[config.mk]
export PLATFORM = sky130hd
export DESIGN_NAME = mem_arbiter
export DESIGN_NICKNAME = d
export VERILOG_FILES = /design/src/rtl/mem_arb_pkg.sv /design/src/rtl/mem_arb_wait_cnt.sv /design/src/rtl/mem_arbiter.sv
export SDC_FILE = /design/constraint.sdc
export NUM_CORES = 1
export LEC_CHECK = 0
export CAP_MARGIN = 20
export CELL_PAD_IN_SITES_DETAIL_PLACEMENT = 0
export CELL_PAD_IN_SITES_GLOBAL_PLACEMENT = 1
export CORE_MARGIN = 2
export CORE_UTILIZATION = 29
export CTS_CLUSTER_DIAMETER = 100
export DETAILED_ROUTE_END_ITERATION = 8
export GPL_ROUTABILITY_DRIVEN = 0
export GPL_TIMING_DRIVEN = 0
export PLACE_DENSITY_LB_ADDON = 0.1
export REMOVE_ABC_BUFFERS = 1
export SKIP_CTS_REPAIR_TIMING = 1
export SYNTH_ARGS = -nofsm -noshare
export SYNTH_HDL_FRONTEND = slang
export SYNTH_SLANG_ARGS = --single-unit
export TNS_END_PERCENT = 10
[constraint.sdc]
create_clock -name clk -period 1.8 [get_ports clk]
set_input_delay 0.45 -clock clk [delete_from_list [all_inputs] [get_ports clk]]
set_output_delay 0.45 -clock clk [all_outputs]
set_load 0.1 [all_outputs]
[src/rtl/mem_arb_pkg.sv]
// -----------------------------------------------------------------------------
// mem_arb_pkg
// Shared types and constants for the two-master memory arbiter:
//   - state_t  : arbiter FSM states (IDLE, ACCESS, DONE)
//   - req_id_t : requester identity (instruction fetch / data memory)
//   - default width constants and the wait counter width
// -----------------------------------------------------------------------------
package mem_arb_pkg;

    localparam int DEF_DATA_W      = 64;
    localparam int DEF_ADDR_W      = 64;
    localparam int DEF_WAIT_CYCLES = 2;
    localparam int CNT_W           = 4;   // wait counter width, WAIT_CYCLES 0..15

    typedef enum logic [1:0] {
        ST_IDLE   = 2'd0,
        ST_ACCESS = 2'd1,
        ST_DONE   = 2'd2
    } state_t;

    typedef enum logic {
        REQ_IF = 1'b0,
        REQ_DM = 1'b1
    } req_id_t;

endpackage

[src/rtl/mem_arb_wait_cnt.sv]
// -----------------------------------------------------------------------------
// mem_arb_wait_cnt
// Down-counter that times the ACCESS phase. Loaded on entry to ACCESS,
// decremented each ACCESS cycle, saturates at zero (never wraps).
// Ports:
//   clk, rst_n : clock, asynchronous active-low reset (count -> 0)
//   load       : load load_val (takes precedence over dec)
//   load_val   : value to load
//   dec        : decrement request, ignored once the count is zero
//   zero       : count equals zero
// -----------------------------------------------------------------------------
module mem_arb_wait_cnt
    import mem_arb_pkg::*;
(
    input  logic             clk,
    input  logic             rst_n,
    input  logic             load,
    input  logic [CNT_W-1:0] load_val,
    input  logic             dec,
    output logic             zero
);

    logic [CNT_W-1:0] cnt;

    // NOTE: sequential state uses non-blocking assignments so every flop
    // samples its inputs as they were before the edge.
    always_ff @(posedge clk or negedge rst_n) begin
        if (!rst_n) begin
            cnt <= '0;
        end else if (load) begin
            cnt <= load_val;
        end else if (dec && (cnt != '0)) begin
            cnt <= cnt - 1'b1;
        end
    end

    assign zero = (cnt == '0);

endmodule

[src/rtl/mem_arbiter.sv]
// -----------------------------------------------------------------------------
// mem_arbiter
// Arbitrates an instruction-fetch port (if_*) and a data port (dm_*) onto one
// shared memory with a fixed access time of WAIT_CYCLES+1 cycles.
//
// Transaction: IDLE samples the requests and latches the winner's id, address,
// write data and write enable; ACCESS drives the shared bus from the latched
// copy for WAIT_CYCLES+1 cycles (write strobe / read capture on the last one);
// DONE pulses the winner's done for one cycle, then back to IDLE.
//
// Configuration macro:
//   MEM_ARB_ROUND_ROBIN_EN  defined   : a tie goes to the requester that was
//                                       not granted last (dm wins the first)
//                           undefined : dm always wins a tie
//
// Ports:
//   clk, rst_n                 : clock, asynchronous active-low reset
//   if_req, if_addr            : fetch request and address
//   if_rdata, if_done          : fetched word (registered), completion pulse
//   dm_req, dm_we, dm_addr,
//   dm_wdata                   : data request, write enable, address, store data
//   dm_rdata, dm_done          : load data (registered), completion pulse
//   mem_a, mem_wd, mem_we      : shared memory address, write data, write strobe
//   mem_rd                     : shared memory combinational read data
//   busy                       : high whenever the FSM is not in IDLE
// -----------------------------------------------------------------------------
module mem_arbiter
    import mem_arb_pkg::*;
#(
    parameter int DATA_W      = DEF_DATA_W,
    parameter int ADDR_W      = DEF_ADDR_W,
    parameter int WAIT_CYCLES = DEF_WAIT_CYCLES
) (
    input  logic              clk,
    input  logic              rst_n,
    input  logic              if_req,
    input  logic [ADDR_W-1:0] if_addr,
    output logic [DATA_W-1:0] if_rdata,
    output logic              if_done,
    input  logic              dm_req,
    input  logic              dm_we,
    input  logic [ADDR_W-1:0] dm_addr,
    input  logic [DATA_W-1:0] dm_wdata,
    output logic [DATA_W-1:0] dm_rdata,
    output logic              dm_done,
    output logic [ADDR_W-1:0] mem_a,
    output logic [DATA_W-1:0] mem_wd,
    output logic              mem_we,
    input  logic [DATA_W-1:0] mem_rd,
    output logic              busy
);

    state_t            state;
    state_t            state_next;
    req_id_t           winner;
    req_id_t           lat_id;
    logic [ADDR_W-1:0] lat_addr;
    logic [DATA_W-1:0] lat_wdata;
    logic              lat_we;
    logic              start;
    logic              cnt_zero;
    logic              last_access;

    // A transaction starts only from IDLE; requests in ACCESS/DONE are ignored.
    assign start       = (state == ST_IDLE) && (if_req || dm_req);
    assign last_access = (state == ST_ACCESS) && cnt_zero;

`ifdef MEM_ARB_ROUND_ROBIN_EN
    req_id_t last_grant;

    always_comb begin
        if (if_req && dm_req) begin
            winner = (last_grant == REQ_DM) ? REQ_IF : REQ_DM;
        end else if (dm_req) begin
            winner = REQ_DM;
        end else begin
            winner = REQ_IF;
        end
    end

    // Resets to REQ_IF so the data port wins the first tie.
    always_ff @(posedge clk or negedge rst_n) begin
        if (!rst_n) begin
            last_grant <= REQ_IF;
        end else if (start) begin
            last_grant <= winner;
        end
    end
`else
    assign winner = dm_req ? REQ_DM : REQ_IF;
`endif

    mem_arb_wait_cnt u_wait_cnt (
        .clk      (clk),
        .rst_n    (rst_n),
        .load     (start),
        .load_val (CNT_W'(WAIT_CYCLES)),
        .dec      (state == ST_ACCESS),
        .zero     (cnt_zero)
    );

    // Snapshot of the granted request; ACCESS never looks at live inputs, so
    // a requester may drop req mid-access without disturbing the transfer.
    always_ff @(posedge clk or negedge rst_n) begin
        if (!rst_n) begin
            lat_id    <= REQ_IF;
            lat_addr  <= '0;
            lat_wdata <= '0;
            lat_we    <= 1'b0;
        end else if (start) begin
            lat_id <= winner;
            if (winner == REQ_DM) begin
                lat_addr  <= dm_addr;
                lat_wdata <= dm_wdata;
                lat_we    <= dm_we;
            end else begin
                lat_addr  <= if_addr;
                lat_wdata <= '0;
                lat_we    <= 1'b0;       // fetches never write
            end
        end
    end

    // Read data is captured at the end of the last ACCESS cycle into the
    // winner's register only; the other port keeps its previous word.
    always_ff @(posedge clk or negedge rst_n) begin
        if (!rst_n) begin
            if_rdata <= '0;
            dm_rdata <= '0;
        end else if (last_access && !lat_we) begin
            if (lat_id == REQ_DM) begin
                dm_rdata <= mem_rd;
            end else begin
                if_rdata <= mem_rd;
            end
        end
    end

    always_ff @(posedge clk or negedge rst_n) begin
        if (!rst_n) begin
            state <= ST_IDLE;
        end else begin
            state <= state_next;
        end
    end

    // Outputs decode the current state, so an asynchronous reset drops them
    // immediately and an aborted write never strobes or reports done.
    always_comb begin
        // NOTE: every output of this block gets a default first so no path
        // through the case leaves one unassigned (which would infer a latch).
        state_next = state;
        mem_a      = '0;
        mem_wd     = '0;
        mem_we     = 1'b0;
        if_done    = 1'b0;
        dm_done    = 1'b0;
        busy       = 1'b1;
        case (state)
            ST_IDLE: begin
                busy = 1'b0;
                if (if_req || dm_req) begin
                    state_next = ST_ACCESS;
                end
            end
            ST_ACCESS: begin
                mem_a  = lat_addr;
                mem_wd = lat_wdata;
                if (cnt_zero) begin
                    mem_we     = lat_we;
                    state_next = ST_DONE;
                end
            end
            ST_DONE: begin
                if_done    = (lat_id == REQ_IF);
                dm_done    = (lat_id == REQ_DM);
                state_next = ST_IDLE;
            end
            default: begin
                busy       = 1'b0;
                state_next = ST_IDLE;
            end
        endcase
    end

endmodule

=== After elaboration in Yosys (flattened, before gate mapping) ===
Index checks and enable logic that the tools add are counted.

* $add $sub $neg: 1
* Equality and inequality tests: 4
* Mux-type cells: 16
* Bitwise gates (word level): 1
* Reduce and logical (&&, ||, !) cells: 14

{| class="wikitable"
|+ Operators with widths
! cell !! count
|-
| 64-bit 2-to-1 mux || 4
|-
| 4-bit 2-to-1 mux || 2
|-
| 1-bit 2-to-1 mux || 7
|-
| 2-bit AND reduction || 3
|-
| 1-bit logical AND || 4
|-
| 4-bit zero test || 1
|-
| 2-bit 2-to-1 mux || 2
|-
| 2-bit one-hot mux with 2 select lines || 1
|-
| 4-bit nonzero test || 1
|-
| 4-bit by 1-bit subtractor with 4-bit output (second input constant) || 1
|-
| 2-bit by 1-bit == test with 1-bit output (second input constant) || 1
|-
| 2-bit == test (second input constant) || 1
|-
| 2-bit zero test || 1
|-
| 2-bit by 1-bit inequality test with 1-bit output (second input constant) || 1
|-
| 2-bit inequality test (second input constant) || 1
|-
| 2-bit nonzero test || 1
|-
| 2-bit OR reduction || 1
|-
| 1-bit zero test || 1
|-
| 1-bit logical OR || 1
|-
| 1-bit inverter || 1
|}

* Flip-flop bits (word level): 264
* Input bits: 261
* Output and inout port bits: 260
* Word-level logic and storage cells: 44

=== Longest topological paths before layout ===
* Depth after elaboration: 4
* Gate-level depth with buffers: 8
* Depth with buffers taken out: 5

=== Hierarchy ===
From an unflattened synthesis, not the netlist that was laid out.

* Cells, all modules: 1025
* Area total of the unflattened synthesis: 11556.1 µm²

{| class="wikitable"
|+ By module, submodules not included
! module !! instances !! cells each !! area an instance (µm²) !! seq. area each (µm²)
|-
| mem_arbiter || 1 || 998 || 11285.8 || 6506.2
|-
| mem_arb_wait_cnt || 1 || 27 || 270.3 || 100.1
|}

=== Worst setup path after synthesis ===
Ideal clock, no wire load.

* Path kind: reg2out
* From: register state[1]
* To: output port mem_a[0]
* Arrival: 1970 ps
* Data required time: 1350 ps
* Setup slack: -620 ps
* Stages on the path, launching flop included: 7
* Buffers on the path: 3
* Cells stage by stage: dfrtp_1 inv_1 ha_1 buf_4 clkbuf_1 clkbuf_1 and2_1

* Cells in the longest elaborated chain, start to end: 2

{| class="wikitable"
|+ Ends and longest elaborated chain
! element !! RTL line !! text
|-
| from (decl) || mem_arbiter.sv:53 || <nowiki>state_t state;</nowiki>
|-
| from (signal assigned) || mem_arbiter.sv:143 || <nowiki>state <= state_next;</nowiki>
|-
| 2-bit by 1-bit == test with 1-bit output || mem_arbiter.sv:159 || <nowiki>case (state)</nowiki>
|-
| 64-bit 2-to-1 mux || mem_arbiter.sv:159 ||
|-
| to (decl) || mem_arbiter.sv:46 || <nowiki>output logic [ADDR_W-1:0] mem_a,</nowiki>
|}

No other way between the ends.

=== Worst setup path after layout ===
* From: register state[1]
* To: output port mem_we

* Cells in the longest elaborated chain, start to end: 2

{| class="wikitable"
|+ Ends and longest elaborated chain
! element !! RTL line !! text
|-
| 2-bit by 1-bit == test with 1-bit output || mem_arbiter.sv:159 ||
|-
| 1-bit 2-to-1 mux || mem_arbiter.sv:159 ||
|-
| to (decl) || mem_arbiter.sv:48 || <nowiki>output logic mem_we,</nowiki>
|}

No other way between the ends.

==> impl_results.md <==
- Hold Path Class: in -> reg
- Multi-input gate area: between 0.004 and 0.005 mm^2
- Slew Viols, Final: 0
- WL per Instance: roughly 20 um
- Layout cells sized above 1: between 20% and 30%
- Yosys cell types: 31
- Final hold violations: 0
- Final setup fails: 503
- Min cycle time layout: 2.63 ns
- Crit-path cells: inv_2, ha_4, buf_12, buf_16, and4bb_4, and2_1, buf_12
- Crit Path Class: reg -> out
- CTS root buf: clkbuf_16
- Cell family with most CP delay: buffers and inverters
- Leading cell type in the layout, fill and taps excluded: clkdlybuf4s50_1
- Relative slew margins: about 28%
- Total number of vias: between 9000 and 10000
- Initial core utilization: a little under 30%
- Unrepaired setup endpoints after global routing: true
- GRT busiest layer: met2
- WP data arrival: roughly 2.2 ns
- First-pass GRT wire length: a little under 60000 um
- Port Buffers: between 500 and 600
- Final antenna-violating net count: 0
- DRT Pass-1 Iters: 6
- Synthesized area: 0.0118 mm^2
- Outcome: finished, violations left
- Met2 usage: approximately 31%
- CP max stage cell: dfrtp_1
- Yosys reg bits: around 260
- Nets: 1825
- GR Util All Layers: ~18%
- Chip Width: about 200 um
- Sequential cell area: about 0.0066 mm^2
- Pin count of the biggest net entering global routing: 113
- Period utilisation layout: 146%
- CORE AREA: between 0.04 and 0.05 mm^2
- # fillers: approximately 3800
- CP Launch Type: flip-flop
- Antenna violations before repair: 3
- Post-DP HPWL: 27600 um
- Top_reg_cell synth: dfrtp_1
- GRT met1 Usage: a little over a fifth
- Area Growth Syn to Fin: 68.2%
- Clock sinks: around 260
- Worst-margin pin slew: 1.08 ns
- Post-Synthesis Cells: ~1000
- Final setup margin: -0.832 ns
- Post-synth EDFFs: 0
- Average cell area after synthesis: approximately 12 um^2
- Clk Latency, worst-skew pair: around 0.54 ns
- GRT overflow: 0
- Total routed wirelength: about 42000 um
- Die ar.: around 0.042 mm^2
- Rows: 74
- Max Clock Freq: 0.380 GHz
- Initial drt markers: between 300 and 400
- Worst path bufs/invs: 4
- Die Height: between 200 and 250 um
- Worst-path maximum fanout: 7
- Clock slew at reported path FFs: 0.06 ns
- Number of global-route vias before repair: 9247
- Failing checks: setup timing
- Layout Utilization: approximately half
- Global Route met3 Usage: around 6.0%
- Total CTS buffers: 34
- Via density: around 4.4
- Worst setup EP type: primary output
- Async set or reset register ratio after synthesis: between 90% and 100%
- Critical Path Max Stage Delay: about 0.4 ns
- CP most frequent cell: buf_12
- Post-synthesis sequential area ratio: a little under three fifths
- TritonCTS clock tree: built
- Max-cap violations: 0
- Data required time of the critical path: ~1.4 ns
- Clock Tree Buf Depth: 3
- Most frequent cells in the layout: clkdlybuf4s50_1, dfrtp_1, nand2_1, buf_12, mux2_2
- YS warnings: 0
- Remaining DRCs: 0
- Clock skew: roughly 0.019 ns
- CTS H-tree lvls: 2
- Top-Level Pins: about 520
-- synth_stat cells (2+ instances only) --
library cell  number  area (um^2)
a21oi_1            2         10.0
and2_1           131          820
buf_12             6          120
buf_2             23          115
buf_6              7         78.8
clkbuf_1          35          131
dfrtp_1          264         6610
ha_1               6         75.1
inv_1              5         18.8
mux2_2            69          777
mux2_4            60          901
mux2i_1           65          651
nand2_1          200          751
nand3_1           65          325
nor2_1             4         15.0
o21ai_0           65          325
-- worst min-delay path, stage by stage --
cell and delay, ns:
buf_6 0.22, nand3_1 0.14, nand2_1 0.05
-- cell families after synthesis --
kind of cell | count (synthesis) | share of synthesized area (%)
simple gates | 407 | 16.7
flops | 264 | 55.8
mux | 194 | 19.7
buf+inv | 77 | 3.98
compound gates | 74 | 3.30
fa+ha+maj | 6 | 0.634
-- layout make-up --
class                      count  share of cell area [%]
timing repair buffer         571                    32.6
inverter                       5                  0.0942
tap                          532                    3.34
sequential                   264                    33.2
antenna                        3                  0.0377
multi-input combinational    682                    25.0
clock inverter                10                   0.628
clock buffer                  49                    5.08
-- flip-flops by register name, indices dropped and copies added, names as in the netlist --
name,cells
dm_rdata,64
if_rdata,64
lat_addr,64
lat_id,1
lat_wdata,64
lat_we,1
state,2
u_wait_cnt.cnt,4
-- metal layers --
layer | vias to the layer above | share of wire [%] | wire length (um)
met2 | 277 | 51 | 21500
met5 | - | 0.038 | 16
li1 | 4475 | - | -
met4 | 2 | 2.6 | 1080
met3 | 58 | 7.1 | 2990
met1 | 4495 | 39 | 16500
-- path summary, 6_finish.rpt --
path,start,to,slack (ns),cells past startpoint
max,state[1]$_DFFE_PN0P_,mem_we,-0.83,7
min,dm_req,lat_wdata[45]$_DFFE_PN0P_,0.42,3
max reg2reg,state[1]$_DFFE_PN0P_,dm_rdata[57]$_DFFE_PN0P_,-0.78,7
min reg2reg,lat_wdata[15]$_DFFE_PN0P_,lat_wdata[15]$_DFFE_PN0P_,0.46,2
max in group asynchronous,rst_n,if_rdata[20]$_DFFE_PN0P_,0.22,3
min in group asynchronous,rst_n,lat_addr[60]$_DFFE_PN0P_,0.53,2
-- metrics by stage --
step	setup WS, ns	setup TNS [ns]	hold WS, ns	std cells	instance area, um^2
global route	-0.927	-316.16	0.424	2115	19900
CTS	-2.33	-523.31	-0.0340	2074	18800
global placement	-13.73	-6285.70	0.442	2002	17300
detailed placement	-1.75	-419.84	0.448	2015	17600
finish	-0.832	-267.05	0.425	2116	19900
floorplan	-2.81	-853.53	0.154	950	11400
Power is not shown: default switching activity piles up to over one toggle a cycle in this logic, so the estimate is an artifact.
